===== src/rtl/expmul_row_sched.sv =====
// expmul_row_sched: per-row initiator/accumulator for the expmul unit.
// Takes one query row's (score, shifted value) stream, tracks the running max,
// issues one expmul request per element carrying the current accumulator, folds
// each response back with a saturating add and emits the row result.
// Optional build macro EXPMUL_SCHED_SAT_FLAG_EN adds sat_out, a sticky per-row
// flag that is set when any accumulation in the row clamped.
module expmul_row_sched #(
   parameter int unsigned SCORE_W  = 16,
   parameter int unsigned VSHIFT_W = 16,
   parameter int unsigned CNT_W    = 8
) (
   input  logic                clk,
   input  logic                rst,
   // upstream element stream
   input  logic                vld_in,
   output logic                rdy_out,
   input  logic [SCORE_W-1:0]  s_in,
   input  logic [VSHIFT_W-1:0] v_star_in,
   input  logic                last_in,
   // expmul request
   output logic                em_vld_out,
   input  logic                em_rdy_in,
   output logic [SCORE_W-1:0]  em_m_out,
   output logic [SCORE_W-1:0]  em_m_prev_out,
   output logic [VSHIFT_W-1:0] em_o_star_prev_out,
   output logic [SCORE_W-1:0]  em_s_out,
   output logic [VSHIFT_W-1:0] em_v_star_out,
   // expmul response
   input  logic                em_vld_in,
   output logic                em_rdy_out,
   input  logic [VSHIFT_W-1:0] em_exp_v_in,
   input  logic [VSHIFT_W-1:0] em_exp_o_in,
   // downstream row result
`ifdef EXPMUL_SCHED_SAT_FLAG_EN
   output logic                sat_out,
`endif
   output logic                vld_out,
   input  logic                rdy_in,
   output logic [VSHIFT_W-1:0] o_star_out,
   output logic [SCORE_W-1:0]  m_out,
   output logic [CNT_W-1:0]    row_len_out
);

   localparam logic [1:0] StIdle = 2'd0;
   localparam logic [1:0] StReq  = 2'd1;
   localparam logic [1:0] StResp = 2'd2;
   localparam logic [1:0] StDone = 2'd3;

   logic [1:0]          state_q, state_d;
   logic [SCORE_W-1:0]  s_q, s_d;
   logic [SCORE_W-1:0]  m_req_q, m_req_d;
   logic [SCORE_W-1:0]  m_prev_req_q, m_prev_req_d;
   logic [SCORE_W-1:0]  m_q, m_d;
   logic [VSHIFT_W-1:0] v_q, v_d;
   logic [VSHIFT_W-1:0] o_prev_q, o_prev_d;
   logic [VSHIFT_W-1:0] o_star_q, o_star_d;
   logic [CNT_W-1:0]    cnt_q, cnt_d;
   logic                last_q, last_d;
   logic                first_q, first_d;
`ifdef EXPMUL_SCHED_SAT_FLAG_EN
   logic                sat_q, sat_d;
`endif

   logic [SCORE_W-1:0]  m_prev_sel, m_req_sel;
   logic [VSHIFT_W:0]   sum_w;
   logic                sat_hi, sat_lo;
   logic [VSHIFT_W-1:0] sum_sat;

   // First element of a row uses its own score as the previous max, so
   // exp(m_prev - m) = 1 and the (zero) accumulator contributes nothing.
   assign m_prev_sel = first_q ? s_in : m_q;
   // Strict compare: ties keep the previous max.
   assign m_req_sel  = ($signed(s_in) > $signed(m_prev_sel)) ? s_in : m_prev_sel;

   // One extra bit of headroom; overflow shows as the top two bits disagreeing.
   assign sum_w   = {em_exp_o_in[VSHIFT_W-1], em_exp_o_in} + {em_exp_v_in[VSHIFT_W-1], em_exp_v_in};
   assign sat_hi  = ~sum_w[VSHIFT_W] & sum_w[VSHIFT_W-1];
   assign sat_lo  = sum_w[VSHIFT_W] & ~sum_w[VSHIFT_W-1];
   assign sum_sat = sat_hi ? {1'b0, {(VSHIFT_W-1){1'b1}}} :
                    sat_lo ? {1'b1, {(VSHIFT_W-1){1'b0}}} : sum_w[VSHIFT_W-1:0];

   // Next-state: FSM plus the row registers it loads in each state.
   always_comb begin
      state_d      = state_q;
      s_d          = s_q;
      v_d          = v_q;
      last_d       = last_q;
      m_req_d      = m_req_q;
      m_prev_req_d = m_prev_req_q;
      o_prev_d     = o_prev_q;
      o_star_d     = o_star_q;
      m_d          = m_q;
      cnt_d        = cnt_q;
      first_d      = first_q;
`ifdef EXPMUL_SCHED_SAT_FLAG_EN
      sat_d        = sat_q;
`endif
      unique case (state_q)
         StIdle: begin
            if (vld_in) begin
               s_d          = s_in;
               v_d          = v_star_in;
               last_d       = last_in;
               m_prev_req_d = m_prev_sel;
               m_req_d      = m_req_sel;
               o_prev_d     = first_q ? '0 : o_star_q;
               state_d      = StReq;
            end
         end
         StReq: begin
            if (em_rdy_in) state_d = StResp;
         end
         StResp: begin
            if (em_vld_in) begin
               o_star_d = sum_sat;
               m_d      = m_req_q;
               first_d  = 1'b0;
               cnt_d    = (cnt_q == '1) ? cnt_q : cnt_q + CNT_W'(1);
`ifdef EXPMUL_SCHED_SAT_FLAG_EN
               sat_d    = sat_q | sat_hi | sat_lo;
`endif
               state_d  = last_q ? StDone : StIdle;
            end
         end
         StDone: begin
            if (rdy_in) begin
               o_star_d = '0;
               m_d      = '0;
               cnt_d    = '0;
               first_d  = 1'b1;
`ifdef EXPMUL_SCHED_SAT_FLAG_EN
               sat_d    = 1'b0;
`endif
               state_d  = StIdle;
            end
         end
         default: state_d = StIdle;
      endcase
   end

   // State and datapath registers, cleared asynchronously.
   always_ff @(posedge clk or negedge rst) begin
      if (!rst) begin
         state_q      <= StIdle;
         s_q          <= '0;
         v_q          <= '0;
         last_q       <= 1'b0;
         m_req_q      <= '0;
         m_prev_req_q <= '0;
         o_prev_q     <= '0;
         o_star_q     <= '0;
         m_q          <= '0;
         cnt_q        <= '0;
         first_q      <= 1'b1;
`ifdef EXPMUL_SCHED_SAT_FLAG_EN
         sat_q        <= 1'b0;
`endif
      end else begin
         state_q      <= state_d;
         s_q          <= s_d;
         v_q          <= v_d;
         last_q       <= last_d;
         m_req_q      <= m_req_d;
         m_prev_req_q <= m_prev_req_d;
         o_prev_q     <= o_prev_d;
         o_star_q     <= o_star_d;
         m_q          <= m_d;
         cnt_q        <= cnt_d;
         first_q      <= first_d;
`ifdef EXPMUL_SCHED_SAT_FLAG_EN
         sat_q        <= sat_d;
`endif
      end
   end

   // Handshakes decode from state only; gated by rst so they drop at once.
   assign rdy_out    = rst & (state_q == StIdle);
   assign em_vld_out = rst & (state_q == StReq);
   assign em_rdy_out = rst & (state_q == StResp);
   assign vld_out    = rst & (state_q == StDone);

   assign em_m_out           = m_req_q;
   assign em_m_prev_out      = m_prev_req_q;
   assign em_o_star_prev_out = o_prev_q;
   assign em_s_out           = s_q;
   assign em_v_star_out      = v_q;

   assign o_star_out  = o_star_q;
   assign m_out       = m_q;
   assign row_len_out = cnt_q;
`ifdef EXPMUL_SCHED_SAT_FLAG_EN
   assign sat_out     = sat_q;
`endif

endmodule

===== config.mk =====
export PLATFORM = sky130hd
export DESIGN_NAME = expmul_row_sched
export DESIGN_NICKNAME = d
export VERILOG_FILES = /design/src/rtl/expmul_row_sched.sv
export SDC_FILE = /design/constraint.sdc
export NUM_CORES = 1
export LEC_CHECK = 0
export CORE_MARGIN = 2
export CORE_UTILIZATION = 51
export CTS_CLUSTER_SIZE = 12
export DETAILED_ROUTE_END_ITERATION = 12
export PLACE_DENSITY_LB_ADDON = 0.1
export SETUP_SLACK_MARGIN = 0.15
export SLEW_MARGIN = 20
export SYNTH_ARGS = -nofsm -noshare
export SYNTH_HDL_FRONTEND = slang
export SYNTH_SLANG_ARGS = --single-unit

===== constraint.sdc =====
create_clock -name clk -period 8.4 [get_ports clk]
set_input_delay 2.1 -clock clk [delete_from_list [all_inputs] [get_ports clk]]
set_output_delay 2.1 -clock clk [all_outputs]
set_load 0.02 [all_outputs]

==> run metrics <==
Finished Layout Cells 968; status finished, final reports clean; busiest layer in global routing met2; Worst Path Buf+Inv 2; syn nets 708; Final Hold Fails 0; number of max-cap violations 0; fin util 74.60%; Top Family by Delay on Critical Path buffers and inverters; RSZ-0062 raised after global routing false; Post-synth top flop dfrtp_1; Port Buf Inserts 194; clk_lat worst skew 0.41 ns; Setup violations, final 0; DR vias/cell 5.416; die area 13340 um2; worst min-delay path category reg -> reg; Worst-path clk slew 0.05 ns; H-tree Lvls 4; cell depth of the worst setup path 3; Unique masters post-synth 56; core area 12060 um2; GP Congestion 0.8932; crit-path cells buf_4 > nor3b_1 > clkdlybuf4s50_1; type of origin of the critical path input port; DRT Pass-1 Iters 5; GRT Overall Usage 24.69%; Core Rows 40; Multi-input gate area 3010 um2; clk_skew 0.009014 ns; residual DRC count 0; clk buf depth 2; dpl cells 936; relative slew slack 31.05%; Clk Tree Root Cell clkbuf_16; R2R cell count 9; Die Y 115.5 um; Sum Neg Setup Slack 0 ns; FF+latch area 3104 um2; antenna violations before repair 0; sequential fraction of the synthesis area 48.95%; DR iter-0 viols 430; Tcrit/Tclk final 68.35%; Req. time, crit path 6.30 ns; R2R Path Start first_q$_DFFE_PN1P_; WL final 15950 um; actual slew at the worst max-slew pin 1.034 ns; worst hold slack 0.4787 ns; Slowest-stage cell, CP buf_4; Critical Path Max Stage Delay 0.63 ns; DR vias 5243; setup bufs post-CTS 0; Post-layout nets 892; TritonCTS Sinks 124; last element of the critical path rdy_out; post-synthesis cell count 603; gr ovfl total 0; pin count of the biggest net entering global routing 80; syn_area_per_cell 10.52 um2; Arr. time, crit path 3.64 ns; GR Util met2 42.69%; Crit. Startpoint rst; fillers 862; hold buffers post-CTS 0; HPWL after DPL 11210 um; PD cells 371.1 nW/um2; fmax 174.2 MHz; first-pass GRT wire length 25620 um; post-layout min period 5.741 ns; Worst setup EP type output port; number of global-route vias before repair 5204; Die W 115.5 um; Leak 4.073 nW; synthesized area 6341 um2; post_cts resized 0; placed inst area 8377 um2; # diodes 0; Post-synth ARST share 100.0%; Slew Limit Fails 0; drt wl/cell 16.48 um; Area Growth Syn to Fin 41.89%; peak supply drop 0.1477 mV; FF+latch count, synth 124; reg-to-reg endpoint em_m_out[3]$_DFFE_PN0P_; WS Path Type in -> out; routing usage on met3 6.590%; crit-path max FO 68; Syn. warnings 0; ANT nets after route 0; TritonCTS clock tree done; num ports 195; initial core utilization 52.57%; post-route cell area 8997 um2; M1 GR Usage 29.97%; CTS Buf Count 17; Post-synth EDFFs 0; layout cell share with drive strength beyond 1 9.875%; R2R setup slack 4.53 ns
[cells by family after synthesis]
group	share of synthesized area [%]
AND/OR/NAND/NOR	12.00
AO/OA/AOI/OAI	14.44
flip-flops	48.95
multiplexers	11.11
buffers and inverters	3.729
adder cells (fa/ha/maj)	7.301
XOR/XNOR	2.466
[tightest hold or removal path, delay by kind of cell (launching register included)]
kind               cells  cell delay (ns)
DFF                    1             0.34
and+or+nand+nor        1             0.04
AOI/OAI and AO/OA      1             0.06
[placed cells by master, fill, tap and decap left out, types with 4 or more instances in the layout]
master,n
buf_4,4
dfrtp_1,123
inv_1,24
clkbuf_16,17
nand2b_1,21
a21o_1,7
nand2_1,86
clkdlybuf4s50_1,193
xnor2_1,5
a22o_1,17
o311ai_1,10
a21oi_1,18
nand3_1,8
clkinv_2,5
o21ai_1,23
clkbuf_8,4
nor2_1,15
o211ai_1,6
ha_1,33
nand4_1,6
mux2_2,35
xor2_1,11
o21ai_0,41
mux2i_1,31
[registers in the layout, indices dropped and copies added, names as in the netlist]
register / flops
em_m_out: 16
first_q: 1
em_s_out: 16
o_star_out: 16
m_out: 16
em_v_star_out: 16
state_q: 2
row_len_out: 8
em_o_star_prev_out: 16
em_m_prev_out: 16
last_q: 1
[metrics by stage]
stage                     setup slack (ns)  total power [mW]
after detailed placement             2.605             2.591
after floorplan                      3.679             1.902
after global routing                 2.431             3.536
after global placement               2.645             2.543
final                                2.659             3.339
after CTS                            2.609             3.363
[synthesized netlist by cell type (5+ instances only)]
cell type	number	area share, %
a21o_1	7	0.83
nand2b_1	21	2.1
dfrtp_1	123	49
xor2_1	11	1.5
a21oi_1	18	1.4
o311ai_1	10	1.4
nor2_1	16	0.95
ha_1	33	6.5
nand2_1	87	5.1
nand3_1	8	0.63
o21ai_0	41	3.2
a22o_1	17	2.3
nand4_1	6	0.59
o211ai_1	6	0.71
mux2_2	35	6.2
inv_1	24	1.4
o21ai_1	23	1.8
xnor2_1	5	0.69
mux2i_1	31	4.9
clkbuf_1	25	1.5
[power by group]
group / total (mW) / internal [mW] / leakage (nW) / switching [mW]
clock: 0.752 / 0.496 / 0.309 / 0.256
combinational: 1.54 / 0.745 / 2.19 / 0.791
sequential: 1.05 / 0.844 / 1.57 / 0.206
total: 3.34 / 2.09 / 4.07 / 1.25
[worst min path at each step]
stage | start | endpoint | slack (ns) | cells past startpoint
6_report | em_o_star_prev_out[5]$_DFFE_PN0P_ | em_o_star_prev_out[5]$_DFFE_PN0P_ | 0.48 | 2
2_1_floorplan | last_q$_DFFE_PN0P_ | last_q$_DFFE_PN0P_ | 0.50 | 1
3_3_place_gp | em_o_star_prev_out[7]$_DFFE_PN0P_ | em_o_star_prev_out[7]$_DFFE_PN0P_ | 0.46 | 2
5_1_grt | em_o_star_prev_out[10]$_DFFE_PN0P_ | em_o_star_prev_out[10]$_DFFE_PN0P_ | 0.51 | 2
3_5_place_dp | em_o_star_prev_out[11]$_DFFE_PN0P_ | em_o_star_prev_out[11]$_DFFE_PN0P_ | 0.47 | 2
4_1_cts | em_o_star_prev_out[5]$_DFFE_PN0P_ | em_o_star_prev_out[5]$_DFFE_PN0P_ | 0.48 | 2
[layout make-up]
| class | instances | area share [%] |
|---|---|---|
| flip-flops and latches | 124 | 34.50 |
| inverters | 24 | 1.001 |
| multi-input cells | 423 | 33.46 |
| well taps | 168 | 2.336 |
| clock inverters | 11 | 1.557 |
| repair buffers | 197 | 21.81 |
| clock buffers | 21 | 5.340 |
[routing by layer]
metal	vias up	share of wire, %
li1	2514	-
met1	2554	41
met2	158	52
met3	17	5.9
met4	0	1.4
met5	-	0
(Power assumes the default switching activity.)
